--- config.mk ---
export PLATFORM = sky130hd
export DESIGN_NAME = memgame_ctrl_flat
export DESIGN_NICKNAME = d
export VERILOG_FILES = /design/src/rtl/memgame_pkg.sv /design/src/rtl/memgame_if.sv /design/src/rtl/memgame_cursor.sv /design/src/rtl/memgame_ctrl.sv /design/src/flat_wrapper.sv
export SDC_FILE = /design/constraint.sdc
export NUM_CORES = 1
export LEC_CHECK = 0
export ABC_AREA = 1
export BUFFER_PORTS_ARGS = -buffer_cell sky130_fd_sc_hd__buf_2
export CAP_MARGIN = 5
export CORE_MARGIN = 8
export CORE_UTILIZATION = 57
export DETAILED_ROUTE_END_ITERATION = 10
export PLACE_DENSITY = 0.83
export SLEW_MARGIN = 20
export SYNTH_ARGS = -nofsm -noshare
export SYNTH_HDL_FRONTEND = slang
export SYNTH_HIERARCHICAL = 1
export SYNTH_SLANG_ARGS = --single-unit
--- constraint.sdc ---
create_clock -name clk -period 2.25 [get_ports clk]
set_input_delay 0.225 -clock clk [delete_from_list [all_inputs] [get_ports clk]]
set_output_delay 0.225 -clock clk [all_outputs]
set_load 0.1 [all_outputs]
--- src/rtl/memgame_pkg.sv ---
// Shared constants and types for the 4x4 memory-game sequencer.
// Card-state and FSM encodings plus the LFSR constants used when MEMGAME_SHUFFLE_EN is defined.
package memgame_pkg;

   localparam int NUM_CARDS = 16;
   localparam int SYM_W     = 3;
   localparam int IDX_W     = 4;

   localparam logic [3:0] ALL_PAIRS = 4'd8;

   typedef enum logic [1:0] {
      CARD_HIDDEN  = 2'b00,
      CARD_FACEUP  = 2'b01,
      CARD_MATCHED = 2'b10
   } cardState_e;

   typedef enum logic [2:0] {
      ST_IDLE,
      ST_PICK1,
      ST_PICK2,
      ST_SHOW,
      ST_DONE
   } fsmState_e;

   // Fibonacci taps for x^16+x^14+x^13+x^11 (bits 15,13,12,10)
   localparam logic [15:0] LFSR_SEED = 16'hACE1;
   localparam logic [15:0] LFSR_TAPS = 16'hB400;

endpackage

--- src/rtl/memgame_if.sv ---
// Button pulses in, board state out, between the game sequencer and its surroundings.
// master drives the buttons and observes the board; slave is the sequencer.
interface memgame_if;
   import memgame_pkg::*;

   logic                         start;
   logic                         btn_up;
   logic                         btn_down;
   logic                         btn_left;
   logic                         btn_right;
   logic                         btn_sel;
   logic [2*NUM_CARDS-1:0]       card_state;
   logic [SYM_W*NUM_CARDS-1:0]   card_sym;
   logic [IDX_W-1:0]             cursor;
   logic [7:0]                   moves;
   logic [3:0]                   pairs;
   logic                         match_pulse;
   logic                         game_over;

   modport master (
      output start, btn_up, btn_down, btn_left, btn_right, btn_sel,
      input  card_state, card_sym, cursor, moves, pairs, match_pulse, game_over
   );

   modport slave (
      input  start, btn_up, btn_down, btn_left, btn_right, btn_sel,
      output card_state, card_sym, cursor, moves, pairs, match_pulse, game_over
   );

endinterface

--- src/rtl/memgame_cursor.sv ---
// Registered 4x4 board cursor: one move per cycle, priority up>down>left>right,
// row/col each wrap modulo 4; clear wins over enable.
module memgame_cursor
   import memgame_pkg::*;
(
   input  logic             clk,
   input  logic             rst_n,
   input  logic             enable_i,
   input  logic             clear_i,
   input  logic             up_i,
   input  logic             down_i,
   input  logic             left_i,
   input  logic             right_i,
   output logic [IDX_W-1:0] cursor_o
);

   logic [1:0] row_q, row_d;
   logic [1:0] col_q, col_d;

   always_ff @(posedge clk or negedge rst_n) begin
      if (!rst_n) begin
         row_q <= '0;
         col_q <= '0;
      end else begin
         row_q <= row_d;
         col_q <= col_d;
      end
   end

   // 2-bit arithmetic gives the wrap within a row or column for free
   always_comb begin
      row_d = row_q;
      col_d = col_q;
      if (clear_i) begin
         row_d = '0;
         col_d = '0;
      end else if (enable_i) begin
         if (up_i)         row_d = row_q - 2'd1;
         else if (down_i)  row_d = row_q + 2'd1;
         else if (left_i)  col_d = col_q - 2'd1;
         else if (right_i) col_d = col_q + 2'd1;
      end
   end

   assign cursor_o = {row_q, col_q};

endmodule

--- src/rtl/memgame_ctrl.sv ---
// Memory-game sequencer: FSM, per-card state, reveal timer, move/pair counters.
// Define MEMGAME_SHUFFLE_EN to rotate the layout by an LFSR-derived offset on every start.
module memgame_ctrl
   import memgame_pkg::*;
#(
   parameter int unsigned                  SHOW_CYCLES = 25_000_000,
   parameter logic [SYM_W*NUM_CARDS-1:0]   LAYOUT      = 48'hFAC688FAC688
) (
   input  logic      clk,
   input  logic      rst_n,
   memgame_if.slave  bus
);

   localparam int TIMER_W = (SHOW_CYCLES > 1) ? $clog2(SHOW_CYCLES) : 1;
   localparam logic [TIMER_W-1:0] TIMER_LOAD = TIMER_W'(SHOW_CYCLES - 1);
   localparam logic [NUM_CARDS-1:0][SYM_W-1:0] LAYOUT_ARR = LAYOUT;

   fsmState_e                      state_q, state_d;
   logic [NUM_CARDS-1:0][1:0]      cardState_q, cardState_d;
   logic [IDX_W-1:0]               firstIdx_q, firstIdx_d;
   logic [IDX_W-1:0]               secondIdx_q, secondIdx_d;
   logic [TIMER_W-1:0]             timer_q, timer_d;
   logic [7:0]                     moves_q, moves_d;
   logic [3:0]                     pairs_q, pairs_d;
   logic                           matchPulse_q, matchPulse_d;

   logic [IDX_W-1:0]               cursor;
   logic [IDX_W-1:0]               offset;
   logic [NUM_CARDS-1:0][SYM_W-1:0] symArr;
   logic                           cursorEn;

   assign cursorEn = (state_q == ST_PICK1) || (state_q == ST_PICK2);

   memgame_cursor u_cursor (
      .clk      (clk),
      .rst_n    (rst_n),
      .enable_i (cursorEn),
      .clear_i  (bus.start),
      .up_i     (bus.btn_up),
      .down_i   (bus.btn_down),
      .left_i   (bus.btn_left),
      .right_i  (bus.btn_right),
      .cursor_o (cursor)
   );

`ifdef MEMGAME_SHUFFLE_EN
   logic [15:0]      lfsr_q;
   logic [IDX_W-1:0] offset_q;

   always_ff @(posedge clk or negedge rst_n) begin
      if (!rst_n) begin
         lfsr_q   <= LFSR_SEED;
         offset_q <= '0;
      end else begin
         lfsr_q <= {lfsr_q[14:0], ^(lfsr_q & LFSR_TAPS)};
         if (bus.start) offset_q <= lfsr_q[IDX_W-1:0];
      end
   end

   assign offset = offset_q;
`else
   assign offset = '0;
`endif

   // Rotating a period-8 layout keeps every symbol exactly twice
   always_comb begin
      for (int i = 0; i < NUM_CARDS; i++) begin
         symArr[i] = LAYOUT_ARR[IDX_W'(i) + offset];
      end
   end

   always_ff @(posedge clk or negedge rst_n) begin
      if (!rst_n) begin
         state_q      <= ST_IDLE;
         cardState_q  <= '0;
         firstIdx_q   <= '0;
         secondIdx_q  <= '0;
         timer_q      <= '0;
         moves_q      <= '0;
         pairs_q      <= '0;
         matchPulse_q <= 1'b0;
      end else begin
         state_q      <= state_d;
         cardState_q  <= cardState_d;
         firstIdx_q   <= firstIdx_d;
         secondIdx_q  <= secondIdx_d;
         timer_q      <= timer_d;
         moves_q      <= moves_d;
         pairs_q      <= pairs_d;
         matchPulse_q <= matchPulse_d;
      end
   end

   // Selection uses the registered cursor, so a same-cycle move cannot redirect a flip
   always_comb begin
      state_d      = state_q;
      cardState_d  = cardState_q;
      firstIdx_d   = firstIdx_q;
      secondIdx_d  = secondIdx_q;
      timer_d      = timer_q;
      moves_d      = moves_q;
      pairs_d      = pairs_q;
      matchPulse_d = 1'b0;

      if (bus.start) begin
         state_d     = ST_PICK1;
         cardState_d = '0;
         timer_d     = '0;
         moves_d     = '0;
         pairs_d     = '0;
      end else begin
         case (state_q)
            ST_PICK1: begin
               if (bus.btn_sel && (cardState_q[cursor] == CARD_HIDDEN)) begin
                  cardState_d[cursor] = CARD_FACEUP;
                  firstIdx_d          = cursor;
                  state_d             = ST_PICK2;
               end
            end
            ST_PICK2: begin
               if (bus.btn_sel && (cardState_q[cursor] == CARD_HIDDEN)) begin
                  cardState_d[cursor] = CARD_FACEUP;
                  secondIdx_d         = cursor;
                  moves_d             = (moves_q == 8'hFF) ? moves_q : moves_q + 8'd1;
                  timer_d             = TIMER_LOAD;
                  state_d             = ST_SHOW;
               end
            end
            ST_SHOW: begin
               if (timer_q == '0) begin
                  if (symArr[firstIdx_q] == symArr[secondIdx_q]) begin
                     cardState_d[firstIdx_q]  = CARD_MATCHED;
                     cardState_d[secondIdx_q] = CARD_MATCHED;
                     pairs_d                  = pairs_q + 4'd1;
                     matchPulse_d             = 1'b1;
                     state_d                  = (pairs_d == ALL_PAIRS) ? ST_DONE : ST_PICK1;
                  end else begin
                     cardState_d[firstIdx_q]  = CARD_HIDDEN;
                     cardState_d[secondIdx_q] = CARD_HIDDEN;
                     state_d                  = ST_PICK1;
                  end
               end else begin
                  timer_d = timer_q - 1'b1;
               end
            end
            default: ;
         endcase
      end
   end

   assign bus.card_state  = cardState_q;
   assign bus.card_sym    = symArr;
   assign bus.cursor      = cursor;
   assign bus.moves       = moves_q;
   assign bus.pairs       = pairs_q;
   assign bus.match_pulse = matchPulse_q;
   assign bus.game_over   = (state_q == ST_DONE);

endmodule

--- src/flat_wrapper.sv ---
// flat-port wrapper written by rule: the top's interface ports become plain ports
module memgame_ctrl_flat import memgame_pkg::*;
#(
   parameter int unsigned                  SHOW_CYCLES = 25_000_000,
   parameter logic [SYM_W*NUM_CARDS-1:0]   LAYOUT      = 48'hFAC688FAC688
)
  (clk, rst_n, bus_start, bus_btn_up, bus_btn_down, bus_btn_left, bus_btn_right, bus_btn_sel, bus_card_state, bus_card_sym, bus_cursor, bus_moves, bus_pairs, bus_match_pulse, bus_game_over);
  memgame_if bus_i ();
  input  logic clk;
  input  logic rst_n;
  input wire logic [$bits(bus_i.start)-1:0] bus_start;
  input wire logic [$bits(bus_i.btn_up)-1:0] bus_btn_up;
  input wire logic [$bits(bus_i.btn_down)-1:0] bus_btn_down;
  input wire logic [$bits(bus_i.btn_left)-1:0] bus_btn_left;
  input wire logic [$bits(bus_i.btn_right)-1:0] bus_btn_right;
  input wire logic [$bits(bus_i.btn_sel)-1:0] bus_btn_sel;
  output wire logic [$bits(bus_i.card_state)-1:0] bus_card_state;
  output wire logic [$bits(bus_i.card_sym)-1:0] bus_card_sym;
  output wire logic [$bits(bus_i.cursor)-1:0] bus_cursor;
  output wire logic [$bits(bus_i.moves)-1:0] bus_moves;
  output wire logic [$bits(bus_i.pairs)-1:0] bus_pairs;
  output wire logic [$bits(bus_i.match_pulse)-1:0] bus_match_pulse;
  output wire logic [$bits(bus_i.game_over)-1:0] bus_game_over;
  assign bus_i.start = bus_start;
  assign bus_i.btn_up = bus_btn_up;
  assign bus_i.btn_down = bus_btn_down;
  assign bus_i.btn_left = bus_btn_left;
  assign bus_i.btn_right = bus_btn_right;
  assign bus_i.btn_sel = bus_btn_sel;
  assign bus_card_state = bus_i.card_state;
  assign bus_card_sym = bus_i.card_sym;
  assign bus_cursor = bus_i.cursor;
  assign bus_moves = bus_i.moves;
  assign bus_pairs = bus_i.pairs;
  assign bus_match_pulse = bus_i.match_pulse;
  assign bus_game_over = bus_i.game_over;
  memgame_ctrl #(.SHOW_CYCLES(SHOW_CYCLES), .LAYOUT(LAYOUT)) u_core (.clk(clk), .rst_n(rst_n), .bus(bus_i));
endmodule
* After elaboration in Yosys (flattened, before gate mapping) *
Memory sizes are Yosys's and may differ from the RTL's.
Cells that the tools add are included.
Widths: inputs -> output; s select.

storage, ports and cells
  bits in registers = 85
  input bits = 8
  memories kept = 2
  output and inout port bits = 98
  word-level logic and storage cells = 145
  ROM bits = 96

operators by class
  bitwise gates (word level) = 14
  order comparisons = 6
  eq/ne operators = 15
  mux-type cells = 48
  add/sub/neg operators = 7
  reduce and logical (&&, ||, !) cells = 28

memory list
  memory           words  bits a word  rd ports  clocked after Yosys merged registers in  write ports  line                 RTL
  (no name shown)  16     3            1         0                                        0            memgame_ctrl.sv:131  if (symArr[firstIdx_q] == symArr[secondIdx_q]) begin
  (no name shown)  16     3            1         0                                        0            memgame_ctrl.sv:131

operator list
  cell                   number
  $mux 32                4
  $mux 25                3
  $and 32x32->32         2
  $not 32->32            2
  $pmux 32 s2            1
  $pmux 25 s2            1
  $and 16x16->16         3
  $not 16->16            3
  $or 16x16->16          3
  $mux 8                 4
  $mux 2                 14
  $logic_not 25->1       1
  $sub 25x1->25 const B  1
  $demux 2 s4            3
  $mux 3                 8
  $reduce_and 3->1       6
  $mux 4                 4
  $lt 4x5->1 const B     3
  $ge 4x1->1 const B     3
  $reduce_bool 2->1      6
  $reduce_bool 3->1      4
  $ne 3x3->1 const B     3
  $pmux 3 s3             1
  $add 8x1->8 const B    1
  22 further kinds       34

* Longest topological paths before layout *
  depth after elaboration = 11
  mapped depth = 15
  gate-level depth less buffers = 13

* By module *
Netlist, hierarchy kept.

modules (own cells, without submodules)
  module          sequential area each (um^2)  cells each  times used  area each (um^2)
  memgame_ctrl    2026.9                       1030        1           6368.6
  memgame_cursor  100.1                        44          1           272.8

* Least setup slack after synthesis *
No wires, ideal clock.

  path type = register to output
  start point = reg u_core.state_q[0]
  end point = out bus_game_over
  stages on the path, launching flop included = 2
  buffers on the path = 0
  data arrival time = 2476 ps
  path slack = -451 ps
  required time = 2025 ps
  cell sequence = dfrtp_1 nor3_1

between the ends
  cells in the longest elaborated chain, start to end = 1

ends and longest elaborated chain
  item                    line                 RTL
  from (decl)             memgame_ctrl.sv:18   fsmState_e state_q, state_d;
  from (signal assigned)  memgame_ctrl.sv:83   state_q <= state_d;
  $eq 3x3->1              memgame_ctrl.sv:157  assign bus.game_over = (state_q == ST_DONE);
  to (decl)               flat_wrapper.sv:23   output wire logic [$bits(bus_i.game_over)-1:0] bus_game_over;

Every way passes these cells.

* Final worst setup path *
  start point = reg u_core.u_cursor.col_q[1]
  end point = reg u_core.timer_q[2]

between the ends
  cells in the longest elaborated chain, start to end = 6

ends and longest elaborated chain
  item                          line                  RTL
  from (decl)                   memgame_cursor.sv:18  logic [1:0] col_q, col_d;
  from (signal assigned)        memgame_cursor.sv:26  col_q <= col_d;
  $bmux 2 s4                    memgame_ctrl.sv:121   if (bus.btn_sel && (cardState_q[cursor] == CARD_HIDDEN)) begin
  $mux 2 (not written as such)  memgame_ctrl.sv:121
  $logic_not 2->1               memgame_ctrl.sv:121
  $logic_and 1x1->1             memgame_ctrl.sv:121
  $ne 3x3->1 (no line)          --
  $reduce_and 3->1 (no line)    --
  to (signal assigned)          memgame_ctrl.sv:87    timer_q <= timer_d;
  to (decl)                     memgame_ctrl.sv:22    logic [TIMER_W-1:0] timer_q, timer_d;

Every way passes these cells. The select of a mux whose other input is x is not followed.
A chain may end at the register's enable or synchronous reset.

==> metrics.txt <==
io pins 106; GRT overflow 0; DR iter-0 viols 702; leakage 4.14 nW; final setup vio count 0; Synth Flop Type dfrtp_1; crit-path max FO 25; Seq cells post-synth 85; number of synthesized flops with an enable pin 0; outcome completed; crit end category flip-flop; Die Y 124 µm; Peak Freq 486 MHz; Final Wtd Congestion 1.01; RSZ-0062 raised after global routing no; Max clock buf depth 2; global-route usage over all layers 25.9%; library cells used by synthesis 32; CTS Buf Count 9; MaxCap Viol Count 0; Final Cycle Share 91.4%; Skew-Pair Late Insertion Delay 0.36 ns; share of synthesized registers carrying an async set or reset 100%; clock skew 0.00892 ns; Final Max Slew Viols 0; Syn Inst Count 1074; Worst path slowest cell dfrtp_2; WS Path Type flip-flop to flip-flop; final hold slack 0.244 ns; Largest delay share family, worst path simple AND/OR/NAND/NOR gates; largest net degree at the start of global routing 59; Worst Tran Pin Value 0.772 ns; Row Count 39; Die W 124 µm; wire per inst 15.2 µm; WL final 19.4 mm; drt drc 0; DRT Pass-1 Iters 5; Ant. Diodes 0; layout filler cell count 1090; hpwl dp 13.9 mm; Worst VDD drop 1240 µV; Critical path buffers and inverters 2; worst rel slew slack 48.6%; setup_tns 0 ns; DIE AREA 0.0154 mm²; required time of the critical path 2.54 ns; Pwr per Cell Area 1450 mW/mm²; area grow syn2layout 10.9%; Final Hold Vio Count 0; Initial Util 58.2%; DR vias 7000; Clock transition at path regs 0.07 ns; WP data arrival 2.35 ns; register area share after synthesis 32.0%; CTS tree built; YS warnings 6; Final #Nets 1145; Util after Layout 64.5%; Period minus WS final 2.06 ns; number of global-route vias before repair 6351; Synth Cell Area 0.00664 mm²; core area 0.0114 mm²; root buf cell clkbuf_16; IO buf count 57; syn avg cell area 6.18 µm²; Clock Sinks 85; initial antenna violation count 0; worst hold path type primary input to flip-flop; Critical Path Max Stage Delay 0.51 ns; crit-path cells buf_4 > nand3_1 > nand2_1 > nor2_1 > nor2_1 > nor2_2 > nand3_2 > nand2_2 > buf_6 > nand3_1 > nand2_1; share of layout cells above drive strength 1 10.9%; H-tree levels 3; vias per cell 5.47; antenna-violating nets left 0; first-pass GRT wire length 31.7 mm; CP startpoint kind flip-flop; Power, Total 0.0106 W
[per-layer routing]
metal / track usage, % / wire length (µm) / vias to the layer above
met5: 0 / 0 / -
met4: 11.0 / 499 / 0
met3: 3.54 / 1380 / 36
met2: 41.2 / 8990 / 286
met1: 34.6 / 8560 / 3234
li1: - / - / 3444
[sequential cells by signal, summed over array words and instances, names as in the netlist]
signal	cells
u_core/secondIdx_q	4
u_core/firstIdx_q	4
u_core/state_q	3
u_core/u_cursor/row_q	2
u_core/bus.pairs	4
u_core/bus.match_pulse	1
u_core/bus.card_state	32
u_core/u_cursor/col_q	2
u_core/timer_q	25
u_core/bus.moves	8
[synthesized netlist by cell type (3+ instances only)]
master	count	area [µm²]
nand2_1	390	1460
nand3_1	134	671
nor2_1	115	432
inv_1	93	349
dfrtp_1	85	2130
o21ai_0	61	305
buf_4	53	398
nand4_1	26	163
a21oi_1	21	105
clkbuf_1	18	67.6
nor3_1	13	65.1
buf_2	12	60.1
xor2_1	10	87.6
nor2_2	6	37.5
ha_1	5	62.6
nand3b_1	4	30.0
nand2_4	3	33.8
xnor2_1	3	26.3
[timing repair]
| item | in CTS | in global routing |
|---|---|---|
| endpoints found under the hold margin | 57 | 0 |
| hold buffers | 1 | 0 |
| endpoints found under the setup margin | 0 | 58 |
| gates resized for setup | 0 | 5 |
| buffers inserted | 0 | 3 |
[power breakdown]
group	leakage [nW]	switching, W	total (W)	internal, W
registers	1.13	0.000612	0.00257	0.00195
clock network	0.159	0.000687	0.00168	0.000991
logic	2.85	0.00487	0.00640	0.00153
total	4.14	0.00617	0.0106	0.00447
[worst register-to-register path, delay by kind of cell, from the launching register on]
family	cells	cell delay, ns
DFF	1	0.51
and+or+nand+nor	9	1.07
buffers and inverters	2	0.42
[worst paths after layout]
check,startpoint,endpoint,slack [ns],depth (start not counted)
worst min register to register,u_core/timer_q[0],u_core/timer_q[0],0.48,2
worst max-delay path,u_core/u_cursor/col_q[1],u_core/timer_q[2],0.19,11
max in group asynchronous,rst_n,u_core/u_cursor/col_q[0],1.15,3
min in group asynchronous,rst_n,u_core/bus.card_state[22],0.48,2
worst max register to register,u_core/u_cursor/col_q[1],u_core/timer_q[2],0.19,11
worst min-delay path,bus_btn_down,u_core/u_cursor/row_q[0],0.24,4
[logic make-up after synthesis]
logic type | Yosys count | synth area share (%)
AO/OA/AOI/OAI | 92 | 7.38
XOR/XNOR | 13 | 1.71
adder cells (fa/ha/maj) | 5 | 0.942
buffers and inverters | 182 | 13.7
flip-flops | 85 | 32.0
other | 2 | 0.113
AND/OR/NAND/NOR | 695 | 44.1
[final cells by class]
cell class                 count  area [µm²]  share of cell area (%)
multi-input combinational    853        3800                    51.7
sequential                    85        2130                    29.0
timing repair buffer          86         553                    7.51
inverter                      97         364                    4.94
clock buffer                   9         225                    3.06
tap                          143         179                    2.43
clock inverter                 7         105                    1.43
[metrics by stage]
step / cells / setup WS, ns / instance area [µm²]
after floorplan: 1120 / 0.0373 / 6830
after global placement: 1260 / 0.231 / 6970
after detailed placement: 1260 / 0.138 / 6970
after CTS: 1277 / 0.0895 / 7310
after global routing: 1280 / 0.0168 / 7360
final: 1280 / 0.193 / 7360
[layout by cell type, fill, tap and decap left out, types with 2 or more instances in the layout]
| cell | count |
|---|---|
| a211oi_1 | 2 |
| a21oi_1 | 21 |
| a31oi_1 | 2 |
| buf_12 | 3 |
| buf_2 | 56 |
| buf_4 | 24 |
| buf_6 | 2 |
| bufinv_16 | 2 |
| clkbuf_16 | 9 |
| clkinv_1 | 2 |
| conb_1 | 48 |
| dfrtp_1 | 80 |
| dfrtp_2 | 5 |
| ha_1 | 5 |
| inv_1 | 93 |
| inv_2 | 2 |
| inv_6 | 2 |
| nand2_1 | 390 |
| nand2_8 | 2 |
| nand3_1 | 134 |
| nand3_2 | 2 |
| nand3b_1 | 4 |
| nand4_1 | 26 |
| nor2_1 | 115 |
| nor2_2 | 6 |
| nor3_1 | 12 |
| o21ai_0 | 61 |
| o31ai_1 | 2 |
| xnor2_1 | 3 |
| xor2_1 | 10 |
No activity file was read; power rests on OpenSTA's default activity.
